File: config.mk
export PLATFORM = sky130hd
export DESIGN_NAME = edc_mem_scrubber
export DESIGN_NICKNAME = d
export VERILOG_FILES = /design/src/rtl/edc_mem_scrubber.sv
export SDC_FILE = /design/constraint.sdc
export NUM_CORES = 1
export LEC_CHECK = 0
export CAP_MARGIN = 20
export CORE_MARGIN = 3
export CORE_UTILIZATION = 40
export CTS_BUF_LIST = sky130_fd_sc_hd__clkbuf_8
export CTS_CLUSTER_DIAMETER = 200
export CTS_CLUSTER_SIZE = 16
export DETAILED_ROUTE_END_ITERATION = 10
export GPL_TIMING_DRIVEN = 1
export HOLD_SLACK_MARGIN = 0.05
export PLACE_DENSITY_LB_ADDON = 0.1
export SLEW_MARGIN = 40
export SYNTH_ARGS = -nofsm -noshare
export SYNTH_HDL_FRONTEND = slang
export SYNTH_SLANG_ARGS = --single-unit
export TNS_END_PERCENT = 1
File: constraint.sdc
create_clock -name i_clk -period 3.8 [get_ports i_clk]
set_input_delay 0.76 -clock i_clk [delete_from_list [all_inputs] [get_ports i_clk]]
set_output_delay 0.76 -clock i_clk [all_outputs]
set_load 0.02 [all_outputs]
File: src/rtl/edc_mem_scrubber.sv
// Background SECDED scrubber: walks every word address, rewrites single-bit
// errors with fresh ECC and reports uncorrectable words.
module edc_mem_scrubber #(
  parameter int          ADDR_W   = 10,
  parameter int          INTERVAL = 1024,
  parameter logic [15:0] CNT_SAT  = 16'hFFFF
) (
  input  logic              i_clk,
  input  logic              i_rst_n,
  input  logic              i_enable,
  input  logic              i_clear_counts,
  output logic              o_mem_req,
  output logic              o_mem_we,
  output logic [ADDR_W-1:0] o_mem_addr,
  output logic [31:0]       o_mem_wdata,
  output logic [7:0]        o_mem_wecc,
  input  logic              i_mem_gnt,
  input  logic [31:0]       i_mem_rdata,
  input  logic [7:0]        i_mem_recc,
  input  logic              i_bus_wr,
  input  logic [ADDR_W-1:0] i_bus_addr,
  output logic              o_err_valid,
  output logic [ADDR_W-1:0] o_err_addr,
  output logic              o_err_uncorr,
  output logic [15:0]       o_corr_cnt,
  output logic [15:0]       o_uncorr_cnt,
  output logic              o_pass_done
);

  // state     | meaning
  // S_IDLE    | interval timer running
  // S_RD_REQ  | read request pending
  // S_RD_WAIT | read data arriving, decode and report
  // S_CHECK   | decide write-back or advance
  // S_WR_REQ  | write-back request pending
  typedef enum logic [2:0] {S_IDLE, S_RD_REQ, S_RD_WAIT, S_CHECK, S_WR_REQ} state_e;

  typedef struct packed {
    logic [31:0] data;
    logic        corr;
    logic        uncorr;
  } dec_t;

  localparam int TMR_W = (INTERVAL > 1) ? $clog2(INTERVAL) : 1;
  localparam logic [TMR_W-1:0] TMR_LAST = TMR_W'(INTERVAL - 1);

  // Hamming positions 1..38 with checks at powers of two, ecc[6] is overall
  // parity, ecc[7] is always written 0 so a flip there is a single error.
  function automatic logic [7:0] edc_gen(input logic [31:0] d);
    logic [7:0] e;
    logic [5:0] di;
    e  = '0;
    di = '0;
    for (int p = 3; p < 39; p++) begin
      if ((p & (p - 1)) != 0) begin
        for (int k = 0; k < 6; k++)
          if (p[k]) e[k] = e[k] ^ d[di[4:0]];
        di = di + 6'd1;
      end
    end
    e[6] = ^{d, e[5:0]};
    return e;
  endfunction

  function automatic dec_t edc_correct(input logic [31:0] d, input logic [7:0] e);
    dec_t       r;
    logic [7:0] g;
    logic [5:0] syn;
    logic       par;
    logic [5:0] di;
    g        = edc_gen(d);
    syn      = g[5:0] ^ e[5:0];
    par      = ^{d, e[6:0]};
    r.data   = d;
    r.corr   = 1'b0;
    r.uncorr = 1'b0;
    di       = '0;
    if (e[7]) begin
      if (syn == 6'd0 && !par) r.corr = 1'b1;
      else                     r.uncorr = 1'b1;
    end else if (par) begin
      if (syn > 6'd38) begin
        r.uncorr = 1'b1;
      end else begin
        r.corr = 1'b1;
        for (int p = 3; p < 39; p++) begin
          if ((p & (p - 1)) != 0) begin
            if (syn == 6'(p)) r.data[di[4:0]] = ~r.data[di[4:0]];
            di = di + 6'd1;
          end
        end
      end
    end else if (syn != 6'd0) begin
      r.uncorr = 1'b1;
    end
    return r;
  endfunction

  state_e              state_q, state_d;
  logic [TMR_W-1:0]    timer_q, timer_d;
  logic [ADDR_W-1:0]   ptr_q, ptr_d;
  logic                abort_q, abort_d;
  logic                corr_q, corr_d;
  logic                req_q, req_d;
  logic                we_q, we_d;
  logic [31:0]         wdata_q, wdata_d;
  logic [7:0]          wecc_q, wecc_d;
  logic                err_valid_q, err_valid_d;
  logic [ADDR_W-1:0]   err_addr_q, err_addr_d;
  logic                err_uncorr_q, err_uncorr_d;
  logic [15:0]         corr_cnt_q, corr_cnt_d;
  logic [15:0]         uncorr_cnt_q, uncorr_cnt_d;
  logic                pass_done_q, pass_done_d;
  logic                hit, adv, corr_inc, uncorr_inc;
  dec_t                dec;

  always_comb begin
    state_d      = state_q;
    timer_d      = timer_q;
    ptr_d        = ptr_q;
    abort_d      = abort_q;
    corr_d       = corr_q;
    req_d        = req_q;
    we_d         = we_q;
    wdata_d      = wdata_q;
    wecc_d       = wecc_q;
    err_valid_d  = 1'b0;
    err_addr_d   = err_addr_q;
    err_uncorr_d = err_uncorr_q;
    pass_done_d  = 1'b0;
    corr_cnt_d   = corr_cnt_q;
    uncorr_cnt_d = uncorr_cnt_q;
    adv          = 1'b0;
    corr_inc     = 1'b0;
    uncorr_inc   = 1'b0;
    dec          = edc_correct(i_mem_rdata, i_mem_recc);
    hit          = i_bus_wr && (i_bus_addr == ptr_q);

    case (state_q)
      S_IDLE: begin
        if (!i_enable) begin
          timer_d = '0;
        end else if (timer_q == TMR_LAST) begin
          timer_d = '0;
          abort_d = 1'b0;
          req_d   = 1'b1;
          we_d    = 1'b0;
          state_d = S_RD_REQ;
        end else begin
          timer_d = timer_q + 1'b1;
        end
      end
      S_RD_REQ: begin
        if (i_mem_gnt) begin
          req_d   = 1'b0;
          abort_d = hit;
          state_d = S_RD_WAIT;
        end
      end
      S_RD_WAIT: begin
        corr_d  = dec.corr;
        wdata_d = dec.data;
        wecc_d  = edc_gen(dec.data);
        abort_d = abort_q | hit;
        if (dec.corr || dec.uncorr) begin
          err_valid_d  = 1'b1;
          err_addr_d   = ptr_q;
          err_uncorr_d = dec.uncorr;
        end
        corr_inc   = dec.corr;
        uncorr_inc = dec.uncorr;
        state_d    = S_CHECK;
      end
      S_CHECK: begin
        if (corr_q && !(abort_q || hit)) begin
          req_d   = 1'b1;
          we_d    = 1'b1;
          state_d = S_WR_REQ;
        end else begin
          adv     = 1'b1;
          state_d = S_IDLE;
        end
      end
      S_WR_REQ: begin
        // A grant already accepted wins over a same-cycle bus collision.
        if (i_mem_gnt || abort_q || hit) begin
          req_d   = 1'b0;
          we_d    = 1'b0;
          adv     = 1'b1;
          state_d = S_IDLE;
        end
      end
      default: state_d = S_IDLE;
    endcase

    if (adv) begin
      ptr_d       = ptr_q + 1'b1;
      pass_done_d = &ptr_q;
    end

    if (i_clear_counts) begin
      corr_cnt_d   = '0;
      uncorr_cnt_d = '0;
    end else begin
      if (corr_inc && corr_cnt_q != CNT_SAT)     corr_cnt_d   = corr_cnt_q + 16'd1;
      if (uncorr_inc && uncorr_cnt_q != CNT_SAT) uncorr_cnt_d = uncorr_cnt_q + 16'd1;
    end
  end

  always_ff @(posedge i_clk or negedge i_rst_n) begin
    if (!i_rst_n) begin
      state_q      <= S_IDLE;
      timer_q      <= '0;
      ptr_q        <= '0;
      abort_q      <= 1'b0;
      corr_q       <= 1'b0;
      req_q        <= 1'b0;
      we_q         <= 1'b0;
      wdata_q      <= '0;
      wecc_q       <= '0;
      err_valid_q  <= 1'b0;
      err_addr_q   <= '0;
      err_uncorr_q <= 1'b0;
      corr_cnt_q   <= '0;
      uncorr_cnt_q <= '0;
      pass_done_q  <= 1'b0;
    end else begin
      state_q      <= state_d;
      timer_q      <= timer_d;
      ptr_q        <= ptr_d;
      abort_q      <= abort_d;
      corr_q       <= corr_d;
      req_q        <= req_d;
      we_q         <= we_d;
      wdata_q      <= wdata_d;
      wecc_q       <= wecc_d;
      err_valid_q  <= err_valid_d;
      err_addr_q   <= err_addr_d;
      err_uncorr_q <= err_uncorr_d;
      corr_cnt_q   <= corr_cnt_d;
      uncorr_cnt_q <= uncorr_cnt_d;
      pass_done_q  <= pass_done_d;
    end
  end

  assign o_mem_req    = req_q;
  assign o_mem_we     = we_q;
  assign o_mem_addr   = ptr_q;
  assign o_mem_wdata  = wdata_q;
  assign o_mem_wecc   = wecc_q;
  assign o_err_valid  = err_valid_q;
  assign o_err_addr   = err_addr_q;
  assign o_err_uncorr = err_uncorr_q;
  assign o_corr_cnt   = corr_cnt_q;
  assign o_uncorr_cnt = uncorr_cnt_q;
  assign o_pass_done  = pass_done_q;

endmodule

# Yosys cells after proc, flatten, opt, wreduce, memory -nomap -nowiden
# Index checks and enable logic that the tools add are counted.
# W data, S select, Z words.
# op_classes
eq_ne	45
magnitude_cmp	94
reduce_logical	58
n_addsub	64
n_bitwise	202
muxes	562
# op_table
cell	n
$mux W32	122
$bwmux W32	31
$mux W5	125
$lt A5 B6 Y1 const B	62
$bmux W1 S5	62
$add A5 B1 Y5 const B	60
$xor A1 B1 Y1	168
$demux W1 S5	31
$ge A5 B1 Y1 const B	31
$mux W1	151
$eq A6 B5 Y1 const B	15
$mux W33	2
$mux W16	4
$eq A6 B4 Y1 const B	7
$reduce_xor A39 Y1	1
$reduce_xor A38 Y1	1
$eq A6 B6 Y1 const B	6
$logic_and A1 B1 Y1	36
$add A16 B1 Y16 const B	2
$ne A16 B16 Y1 const B	2
$not A1 Y1	32
$mux W2	15
$mux W3	10
$add A10 B1 Y10 const B	2
30 further kinds	47
# word_totals
regBits	111
in_bits	56
wordCells	1040
out_inout_bits	97

# Logic depth before layout (Yosys ltp)
# depth
word_depth	309
mapped_depth	15
mapped_depth_nobuf	13

# Least setup slack after synthesis
# OpenSTA, ideal clock, no wires.
# synth_timing
path_type	input to register
start	input port i_mem_recc[5]
end	register wecc_q[6] (netlist: o_mem_wecc[6])
setup_time_ps	76
n_path_buf	1
arrival_ps	4613
path_stages	14
path_slack_ps	-890
t_required_ps	3724
path_cell_list	xnor3_1 -> xnor2_1 -> xnor3_2 -> xnor2_2 -> or4_1 -> buf_4 -> a2111oi_4 -> xnor2_1 -> xnor3_1 -> xnor3_1 -> xnor2_2 -> xnor2_1 -> xnor3_1 -> o21ai_1
# synth_via
elab_chain_len	292
# synth_rtl
element	line	source
start, declared	19	input logic [7:0] i_mem_recc,
$xor A6 B6 Y6	72	syn = g[5:0] ^ e[5:0];
$eq A6 B2 Y1	88	if (syn == 6'(p)) r.data[di[4:0]] = ~r.data[di[4:0]];
$mux W1	88	
$mux W1	82	if (syn > 6'd38) begin
$mux W1	81	end else if (par) begin
$mux W1	78	if (e[7]) begin
$bmux W1 S5	88	
$mux W1 (not written as such)	88	
[... 276 more ...]	n/a	
$mux W5	139	case (state_q)
$xor A1 B1 Y1	57	if (p[k]) e[k] = e[k] ^ d[di[4:0]];
$mux W1	139	
$xor A1 B1 Y1	57	
$mux W1	139	
$xor A1 B1 Y1	57	
$mux W2	139	
$reduce_xor A38 Y1 *	61	e[6] = ^{d, e[5:0]};
end signal, assigned	236	wecc_q <= wecc_d;
end, declared	107	logic [7:0] wecc_q, wecc_d;
# Mark *: on every way between the ends. The rest lies on a longest branch, timed or not. The select of a mux whose other input is x is not followed.
# A chain may end at the register's enable or synchronous reset.

# Worst setup path after layout
# layout_timing
start	input port i_mem_rdata[2]
end	register wecc_q[6] (netlist: o_mem_wecc[6])
# layout_via
elab_chain_len	309
# layout_rtl
element	line	source
start, declared	18	input logic [31:0] i_mem_rdata,
$xor A1 B1 Y1 (17 in series)	57	
$xor A6 B6 Y6	72	
$eq A6 B2 Y1	88	
$mux W1	88	
$mux W1	82	
$mux W1	81	
$mux W1	78	
$bmux W1 S5	88	
[... 277 more ...]	n/a	
$mux W5	139	
$xor A1 B1 Y1	57	
$mux W1	139	
$xor A1 B1 Y1	57	
$mux W1	139	
$xor A1 B1 Y1	57	
$mux W2	139	
$reduce_xor A38 Y1 *	61	
# Marks and branches as above.

==> impl_metrics.csv <==
group,metric,value,unit
status,outcome,"finished, violations left",
status,violations,"setup timing",
place,dp.cells,1246,
synth,synth_enable_flop_cells,0,
worst_setup_path,crit_start,"i_mem_rdata[2]",
worst_setup_path,reg2regPathDepth,13,
route,detail_route.first_pass.iterations,5,
sta,finClkSkew,0.0161,ns
clocking,cts.sinks,111,
clocking,cts_buffers,9,
synth,synth-seq-area-share,0.386,
synth,synth_ff_type,"dfrtp_1",
global_route,antenna_found_initial,0,
worst_setup_path,slowest_delay,0.54,ns
worst_setup_path,end_kind,"flip-flop",
sta,hold_violations,0,
die,pin_count,153,
global_route,track_usage,0.237,
worst_setup_path,crit_type,"in -> reg",
synth,ys_top_cells_by_count,"xnor2_1 (112), dfrtp_1 (111), nand2_1 (91)",
power,p_per_area,661,nW/µm²
route,drt_first_iter_violations,437,
route,ant_nets,0,
die,core_area,17500,µm²
die,start_util,0.412,
synth,yosys_warnings,0,
global_route,grt_max_degree,64,
global_route,overflow,0,
die,chipHeight,140,µm
layout,layout.cells.non_filler,1278,
synth,async_reset_ff_frac,1.00,
worst_setup_path,rr_startpoint,"o_mem_addr[0]$_DFFE_PN0P_",
sta,drv_slew,0,
layout,fillCellCount,1445,
clocking,cts_tree,"yes",
worst_setup_path,worstPathRequired,4.12,ns
worst_setup_path,crit_arrival,4.80,ns
worst_setup_path,critical_path_cell_count,16,
synth,synth_fp_nets,793,
route,wire_per_inst,18.1,µm
synth,synth_area_leaders,"dfrtp_1 (39%), xnor2_1 (14%), xnor3_1 (6.9%)",
flow_run,cap_violations,0,
place,post-place-ws,-1.44,ns
synth,synthCells,733,
die,dieArea,19600,µm²
global_route,grt_pass1_vias,6602,
clocking,root_buffer,"clkbuf_8",
clocking,clk_pin_slew,0.13,ns
synth,yosysUniqueCellTypes,53,
clocking,cts_max_level,3,
layout,postLayoutCellArea,10900,µm²
sta,layout_min_cycle_time,4.48,ns
sta,tns,-6.76,ns
worst_setup_path,ff2ff_setup_slack,1.08,ns
route,drt-vias-per-instance,5.03,
worst_setup_path,worstPathMaxFanout,5,
layout,fin_util,0.625,
worst_setup_path,cp_cell_sequence,"clkdlybuf4s50_1, xnor2_2, buf_4, xnor2_2, xnor3_2, xnor2_4, or4_4, buf_6, a2111oi_4, xnor2_1, xnor3_1, xnor3_1, xnor2_2, xnor2_1, xnor3_1, o21ai_1",
sta,fmax,223,MHz
place,numPortBuffers,151,
layout,seq_area,2780,µm²
worst_setup_path,cp_top_family,"XOR/XNOR gates",
worst_setup_path,start_kind,"input pin",
synth,syn_avg_cell_area,9.82,µm²
synth,synth_most_common_cell,"xnor2_1",
place,dp_hpwl,18300,µm
sta,fin_crit_sh,1.18,
worst_setup_path,crit_buf_inv,3,
synth,yosysTopAreaCell,"dfrtp_1",
layout,fin_nets,1109,
layout,num_antenna_cells,0,
route,drt_wl_total,23100,µm
sta,relSlewSlack,0.527,
layout,multi_input_comb_area,4670,µm²
power,ir_drop,0.394,mV
route,post-route-drc-count,0,
global_route,grt_pass1_wl,36400,µm
route,vias,6425,
die,num_rows,48,
layout,layout-drive-gt1-share,0.274,
sta,final-setup-viol-count,38,
clocking,clk-insertion-delay-late,0.40,ns
synth,synth_top_area_share,0.386,
sta,setup_ws,-0.678,ns
synth,synth_seq_cells,111,
sta,rsz0062_at_grt,"true",
clocking,cts_buffer_depth,2,
power,p_leak,4.97,nW
place,dpl_cell_area,10300,µm²
synth,syn_area,7200,µm²
place,routabilityCongestion,0.914,
worst_setup_path,crit_slowest_cell,"or4_4",
hold_path,hp-class,"in -> async",
worst_setup_path,r2r_end,"o_mem_addr[9]$_DFFE_PN0P_",
sta,tightest_slew,0.703,ns
die,die_x,140,µm
layout,area_growth,51.7,%
routing by layer:
layer  GRT usage  routed length, µm  vias to the layer above
met5           0                  0                        -
met4      0.0484                371                        0
met3      0.0352               1120                       25
met2       0.410              11500                      178
met1       0.316              10100                     3117
li1            -                  -                     3105
placed cells by master, fill, tap and decap left out, types with 5 or more instances in the layout:
| cell | n |
|---|---|
| a21oi_1 | 19 |
| and2_1 | 6 |
| and3_1 | 16 |
| buf_4 | 178 |
| buf_6 | 5 |
| clkbuf_8 | 9 |
| clkdlybuf4s50_1 | 124 |
| dfrtp_1 | 111 |
| dlymetal6s2s_1 | 23 |
| inv_1 | 7 |
| mux2_2 | 11 |
| nand2_1 | 89 |
| nand2b_1 | 9 |
| nand3_1 | 16 |
| nand4_1 | 13 |
| nor2_1 | 57 |
| nor3_1 | 11 |
| o21ai_0 | 64 |
| or2_2 | 5 |
| or3_1 | 8 |
| xnor2_1 | 95 |
| xnor2_2 | 18 |
| xnor3_1 | 15 |
| xnor3_2 | 8 |
| xor2_1 | 42 |
| xor2_2 | 8 |
worst max-delay path by stage:
stage	endpoint	slack, ns
detailed placement	o_mem_wecc[6]$_DFFE_PN0P_	-1.44
finish	o_mem_wecc[6]$_DFFE_PN0P_	-0.68
floorplan	o_mem_wecc[6]$_DFFE_PN0P_	-0.41
CTS	o_mem_wecc[6]$_DFFE_PN0P_	-0.76
global placement	o_mem_wecc[6]$_DFFE_PN0P_	-1.34
global route	o_mem_wecc[6]$_DFFE_PN0P_	-0.79
per-stage QoR:
step           power [mW]  hold slack (ns)
2_1_floorplan        3.95            0.458
3_3_place_gp         6.17            0.464
3_5_place_dp         6.19            0.473
4_1_cts              7.07            0.387
5_1_grt              7.65            0.393
6_report             7.23            0.368
cell type report:
type                       count  area share
timing repair buffer         335       0.273
clock inverter                 6     0.00515
clock buffer                   9      0.0113
tap                          225      0.0258
sequential                   111       0.254
inverter                       7     0.00241
multi-input combinational    585       0.428
registers in the layout, summed over array words and instances (netlist names), 3 cells and up:
name / cells
timer_q: 10
state_q: 3
o_mem_wdata: 32
o_uncorr_cnt: 16
o_corr_cnt: 16
o_err_addr: 10
o_mem_addr: 10
o_mem_wecc: 7
where the power goes:
| part | internal, mW | switching [mW] | leakage [nW] |
|---|---|---|---|
| combinational | 2.39 | 2.42 | 3.43 |
| sequential | 1.48 | 0.236 | 1.46 |
| clock | 0.247 | 0.457 | 0.0864 |
| total | 4.11 | 3.11 | 4.97 |
logic make-up (layout without fill, tap and decap cells):
group           Yosys count  after routing  synth area share
compound gates          114            114            0.0949
xor+xnor                196            196             0.301
fa+ha+maj                 4              4           0.00695
buf+inv                  37            357            0.0217
flops                   111            111             0.386
mux                      14             14            0.0214
other cells               1              1          0.000521
simple gates            256            256             0.168
what timing repair did:
item	4_1_cts	5_1_grt
buffers inserted	5	12
hold endpoints to repair	0	0
resized for setup	25	61
hold buffers	0	0
pin swaps	13	35
setup endpoints to repair	56	50
cloned	0	0
(Power assumes the default switching activity.)
